==> config.mk <==
export PLATFORM = sky130hd
export DESIGN_NAME = bus_arbiter
export DESIGN_NICKNAME = d
export VERILOG_FILES = /design/src/rtl/bus_pkg.sv /design/src/rtl/counter.sv /design/src/rtl/bus_arbiter.sv
export SDC_FILE = /design/constraint.sdc
export NUM_CORES = 1
export LEC_CHECK = 0
export ABC_CLOCK_PERIOD_IN_PS = 1700
export CAP_MARGIN = 20
export CORE_UTILIZATION = 35
export CTS_CLUSTER_DIAMETER = 80
export DETAILED_ROUTE_END_ITERATION = 10
export GPL_TIMING_DRIVEN = 0
export SLEW_MARGIN = 30
export SYNTH_ARGS = -nofsm -noshare
export SYNTH_HDL_FRONTEND = slang
export SYNTH_SLANG_ARGS = --single-unit
==> constraint.sdc <==
create_clock -name CLK -period 1.7 [get_ports CLK]
set_clock_uncertainty 0.2 [all_clocks]
set_input_delay 0.34 -clock CLK [delete_from_list [all_inputs] [get_ports CLK]]
set_output_delay 0.34 -clock CLK [all_outputs]
set_load 0.05 [all_outputs]
==> src/rtl/bus_pkg.sv <==
// Shared arbiter types: FSM state, master id and default grant timeout.
package bus_pkg;

  typedef enum logic [1:0] {
    IDLE    = 2'd0,
    GRANT1  = 2'd1,
    GRANT2  = 2'd2,
    RELEASE = 2'd3
  } arb_state_e;

  typedef enum logic {
    M1 = 1'b0,
    M2 = 1'b1
  } master_e;

  localparam int TIMEOUT_DEF = 16;

endpackage

==> src/rtl/counter.sv <==
// Generic up-counter with asynchronous active-high clear.
module counter #(
  parameter int WIDTH = 8
) (
  input  logic             rst,
  input  logic             clk,
  input  logic             incr,
  output logic [WIDTH-1:0] count
);

  logic [WIDTH-1:0] count_q;
  logic [WIDTH-1:0] count_d;

  always_comb begin
    count_d = count_q;
    if (incr) count_d = count_q + WIDTH'(1);
  end

  always_ff @(posedge clk or posedge rst) begin
    if (rst) count_q <= '0;
    else     count_q <= count_d;
  end

  assign count = count_q;

endmodule

==> src/rtl/bus_arbiter.sv <==
// Two-master bus arbiter with grant timeout and one-cycle turnaround.
// Define BUS_ARB_ROUND_ROBIN_EN for round-robin; fixed priority otherwise.
module bus_arbiter
  import bus_pkg::*;
#(
  parameter int TIMEOUT = TIMEOUT_DEF,
  parameter int CNT_W   = 8
) (
  input  logic CLK,
  input  logic RSTN,
  input  logic M1_REQ,
  input  logic M2_REQ,
  input  logic B_UTIL,
  output logic M1_GRANT,
  output logic M2_GRANT,
  output logic M_SEL,
  output logic ARB_BUSY,
  output logic TIMEOUT_ERR
);

  localparam logic [CNT_W-1:0] CNT_MAX = CNT_W'(TIMEOUT - 1);

  arb_state_e state_q, state_d;
  arb_state_e both_pick;
  logic util_seen_q, util_seen_d;
  logic cnt_clr_q, cnt_clr_d;
  logic m1_grant_q, m1_grant_d;
  logic m2_grant_q, m2_grant_d;
  logic m_sel_q, m_sel_d;
  logic busy_q, busy_d;
  logic terr_q, terr_d;
  logic [CNT_W-1:0] count;
  logic in_grant_q, in_grant_d;
  logic req_cur, incr, cnt_rst;

  assign in_grant_q = (state_q == GRANT1) || (state_q == GRANT2);
  assign in_grant_d = (state_d == GRANT1) || (state_d == GRANT2);
  assign req_cur    = (state_q == GRANT2) ? M2_REQ : M1_REQ;
  assign incr = in_grant_q && !util_seen_q && !B_UTIL
             && (count != CNT_MAX);

  // Clear is a single flop so the async clear input never glitches.
  assign cnt_rst = RSTN | cnt_clr_q;

  counter #(
    .WIDTH(CNT_W)
  ) u_cnt (
    .rst  (cnt_rst),
    .clk  (CLK),
    .incr (incr),
    .count(count)
  );

`ifdef BUS_ARB_ROUND_ROBIN_EN
  master_e last_q, last_d;

  assign both_pick = (last_q == M2) ? GRANT1 : GRANT2;

  always_comb begin
    last_d = last_q;
    if (state_q == IDLE && state_d == GRANT1) last_d = M1;
    if (state_q == IDLE && state_d == GRANT2) last_d = M2;
  end

  always_ff @(posedge CLK or posedge RSTN) begin
    if (RSTN) last_q <= M2;
    else      last_q <= last_d;
  end
`else
  assign both_pick = GRANT1;
`endif

  always_comb begin
    state_d = state_q;
    terr_d  = 1'b0;
    unique case (state_q)
      IDLE: begin
        if (M1_REQ && M2_REQ) state_d = both_pick;
        else if (M1_REQ)      state_d = GRANT1;
        else if (M2_REQ)      state_d = GRANT2;
      end
      GRANT1, GRANT2: begin
        // A live transfer is never cut; release beats timeout.
        if (B_UTIL) begin
          state_d = state_q;
        end else if (!req_cur) begin
          state_d = RELEASE;
        end else if (!util_seen_q && count == CNT_MAX) begin
          state_d = RELEASE;
          terr_d  = 1'b1;
        end
      end
      RELEASE: state_d = IDLE;
      default: state_d = IDLE;
    endcase
  end

  always_comb begin
    util_seen_d = 1'b0;
    if (in_grant_d) util_seen_d = util_seen_q | (in_grant_q & B_UTIL);
    cnt_clr_d  = !in_grant_d;
    m1_grant_d = (state_d == GRANT1);
    m2_grant_d = (state_d == GRANT2);
    busy_d     = in_grant_d;
    m_sel_d    = m_sel_q;
    if (state_d == GRANT1) m_sel_d = 1'b0;
    if (state_d == GRANT2) m_sel_d = 1'b1;
  end

  always_ff @(posedge CLK or posedge RSTN) begin
    if (RSTN) begin
      state_q     <= IDLE;
      util_seen_q <= 1'b0;
      cnt_clr_q   <= 1'b1;
      m1_grant_q  <= 1'b0;
      m2_grant_q  <= 1'b0;
      m_sel_q     <= 1'b0;
      busy_q      <= 1'b0;
      terr_q      <= 1'b0;
    end else begin
      state_q     <= state_d;
      util_seen_q <= util_seen_d;
      cnt_clr_q   <= cnt_clr_d;
      m1_grant_q  <= m1_grant_d;
      m2_grant_q  <= m2_grant_d;
      m_sel_q     <= m_sel_d;
      busy_q      <= busy_d;
      terr_q      <= terr_d;
    end
  end

  assign M1_GRANT    = m1_grant_q;
  assign M2_GRANT    = m2_grant_q;
  assign M_SEL       = m_sel_q;
  assign ARB_BUSY    = busy_q;
  assign TIMEOUT_ERR = terr_q;

endmodule

==> impl_metrics.toml, run 1 <==
[clocking]
clock-sinks = 17
clock_latency_ps = 290
cts_max_level = 1
cts_tree = "built"
root_buffer = "clkbuf_4"
cts_hold_buffers = 0
cts.path.max_buffers = 2
path_clk_slew_ps = 100
numCtsBuffers = 3

[worst_setup_path]
reg2regPathDepth = 5
worst-setup-path-type = "reg -> reg"
reg2reg_to = "M_SEL$_DFFE_PP0P_"
crit_start = "u_cnt.count[4]$_DFFE_PP0P_"
crit_path_end_kind = "flop"
rrSetupSlack_ps = -560
critPathMaxFanout = 3
cp.arrival_ps = 2240
critPathLaunchType = "flop"
cp.required_ps = 1680
critPathCapture = "M_SEL$_DFFE_PP0P_"
rr_startpoint = "u_cnt.count[4]$_DFFE_PP0P_"

[place]
placedInstanceArea_mm2 = 0.001072
port-buffer-count = 9
dp_slack_ps = -738.6
hpwlAfterDp_um = 1239
routabilityCongestion = 0.7386

[floorplanning]
rows = 17
die_height_um = 51.63
dieArea_mm2 = 0.002666
die_width_um = 51.63
ioPinCount = 10
initial_core_util = 0.3788
core_mm2 = 0.002276

[drt]
vias = 688
drt_iter0_markers = 4
postRouteAntennaNets = 0
dr.pass1.iters = 4
wl_um = 1874
drcViolationCount = 0
drt-vias-per-instance = 5.173
wl_per_cell_um = 14.09

[status]
outcome = "finished with violations"
failed_checks = "setup timing"

[timing]
post-route-period-util = 1.327
worst_slew_pin_slew_ps = 678.8
setup_viol = 15
grt_setup_unrepaired = "yes"
drv_slew = 0
relSlewSlack = 0.5458
fin_crit_ps = 2255
final-hold-violation-count = 0
max_freq_mhz = 443.4
setup_slack_ps = -555.3

[logic_synthesis]
yosys_warnings = 0
muxShareOfSynthArea = 0.03919
synth-simple-area-share = 0.1684
synth-xor-area-share = 0.04064
synth_top_family_by_area = "simple AND/OR/NAND/NOR gates"
synth_nets = 89
synth_ff_type = "dfrtp_1"
synth_fa_ha_area_frac = 0.07257
syn-mean-instance-area_um2 = 10.91
synth_compound_area_frac = 0.1524
yosysTopAreaCell = "dfrtp_1"
yosysMostFrequentCell = "dfrtp_1"
ys_seq_elements = 17
ys_top_cells_by_count = "dfrtp_1, inv_1, a21oi_1, ha_1, nand2_1"
netlist_area_um2 = 862.1
synthCells = 79
synth_cell_type_count = 34
async_flop_share = 1.000
synth_top_area_frac = 0.4644
synth.area.top_cells = "dfrtp_1, ha_1, dfstp_2"
ys_seq_area_frac = 0.4949
synth_edf_count = 0

[power_and_ir_drop]
net-switching-power_uw = 1051
leakagePower_uw = 0.0005723
p_comb_frac = 0.649
seqPwrFrac = 0.263
p_clk_frac = 0.089
powerDensity_mw_per_mm2 = 1899
p_int_uw = 1394
swShare = 0.4298
ir_worst_vdd_v = 0.001204

[finish]
diodes = 0
syn2layout_area_growth_pct = 49.35
drive_gt1_frac = 0.4857
nets = 116
stdcell_area_mm2 = 0.001287
utilization = 0.5657

[grt]
grt_overflow = 0
antenna_found_initial = 0
grt_pass1_vias = 697
grt_max_degree = 11
grt_pass1_wl_um = 3222
grtUsageTotal = 0.1678

[hold_path]
min_path_type = "in -> async"

[run]
maxCapViolations = 0
==> metrics by stage <==
step	std cells	hold slack (ps)	total power [uW]	TNS, ps
after floorplan	79	-32.80	1530	-1698
after global placement	116	219.1	1757	-4786
after detailed placement	116	220.0	1793	-5230
after CTS	132	129.9	2235	-4108
after global routing	133	158.5	2634	-4778
final	133	120.7	2444	-3701
==> cell type report <==
| type | count | area, um^2 |
|---|---|---|
| repair buffers | 23 | 193.9 |
| multi-input cells | 55 | 580.6 |
| clock inverters | 1 | 5.005 |
| inverters | 6 | 22.52 |
| fillers | 192 | 988.4 |
| clock buffers | 3 | 22.52 |
| well taps | 28 | 35.03 |
| flip-flops and latches | 17 | 427.9 |
==> worst max-delay path, stage by stage, from the launching register on <==
cell and delay (ps):
dfrtp_1 400, or4_4 590, nor3_4 160, o221a_1 280, ha_4 230, mux2_4 290
==> power groups by stage <==
stage	registers [uW]	clock network, uW	logic, uW
final	642	216	1590
after global routing	655	245	1730
after CTS	634	223	1380
after detailed placement	637	0	1160
after global placement	634	0	1120
after floorplan	756	0	774
==> worst min-delay path by stage <==
| stage | from | to | slack (ps) | depth (start not counted) |
|---|---|---|---|---|
| floorplan | RSTN | ARB_BUSY$_DFF_PP0_ | -30 | 1 |
| finish | RSTN | M_SEL$_DFFE_PP0P_ | 120 | 2 |
| global route | RSTN | M_SEL$_DFFE_PP0P_ | 160 | 2 |
| detailed placement | cnt_clr_q$_DFF_PP1_ | u_cnt.count[1]$_DFFE_PP0P_ | 220 | 1 |
| global placement | cnt_clr_q$_DFF_PP1_ | u_cnt.count[0]$_DFFE_PP0P_ | 220 | 1 |
| CTS | RSTN | M_SEL$_DFFE_PP0P_ | 130 | 2 |
==> sequential cells by signal, summed over array words and instances, names as in the netlist <==
signal       count
ARB_BUSY         1
M1_GRANT         1
M2_GRANT         1
M_SEL            1
TIMEOUT_ERR      1
cnt_clr_q        1
state_q          2
u_cnt.count      8
util_seen_q      1
==> cells by family (layout without fill, tap and decap cells) <==
logic type / after synthesis / after routing
muxes: 3 / 3
xor gates and xnor gates: 4 / 4
adders and majority gates: 5 / 5
buffers and inverters: 7 / 33
and+or+nand+nor: 25 / 25
DFF: 17 / 17
AOI/OAI and AO/OA: 18 / 18
==> metal layers <==
layer | global-route usage | routed length (um)
met1 | 0.1956 | 806
met2 | 0.2965 | 1002
met3 | 0.05263 | 53
met4 | 0.04054 | 11
met5 | 0 | 0
==> cell usage in the layout, fill, tap and decap left out, types with 3 or more instances in the layout <==
master           count
a21oi_1              3
buf_4               12
clkbuf_4             3
clkdlybuf4s50_1      4
dfrtp_1             15
inv_1                3
inv_2                3
nand2_1              5
o21ai_0              3
xor2_1               3
==> what timing repair did <==
| action | CTS | global route |
|---|---|---|
| gates resized for setup | 15 | 21 |
| buffers inserted | 13 | 5 |
| endpoints found under the setup margin | 22 | 21 |
| pin swaps | 3 | 3 |
No activity file was read; power rests on OpenSTA's default activity.
==> inputs of run 2 (changes only) <==
--- a/config.mk
+++ b/config.mk
@@ -7,6 +7,7 @@
 export LEC_CHECK = 0
 export ABC_CLOCK_PERIOD_IN_PS = 1700
 export CAP_MARGIN = 20
+export CORE_MARGIN = 1
 export CORE_UTILIZATION = 35
 export CTS_CLUSTER_DIAMETER = 80
 export DETAILED_ROUTE_END_ITERATION = 10
==> results of run 2 <==
No change in the layout: final DEF, timing and power equal those of run 1.
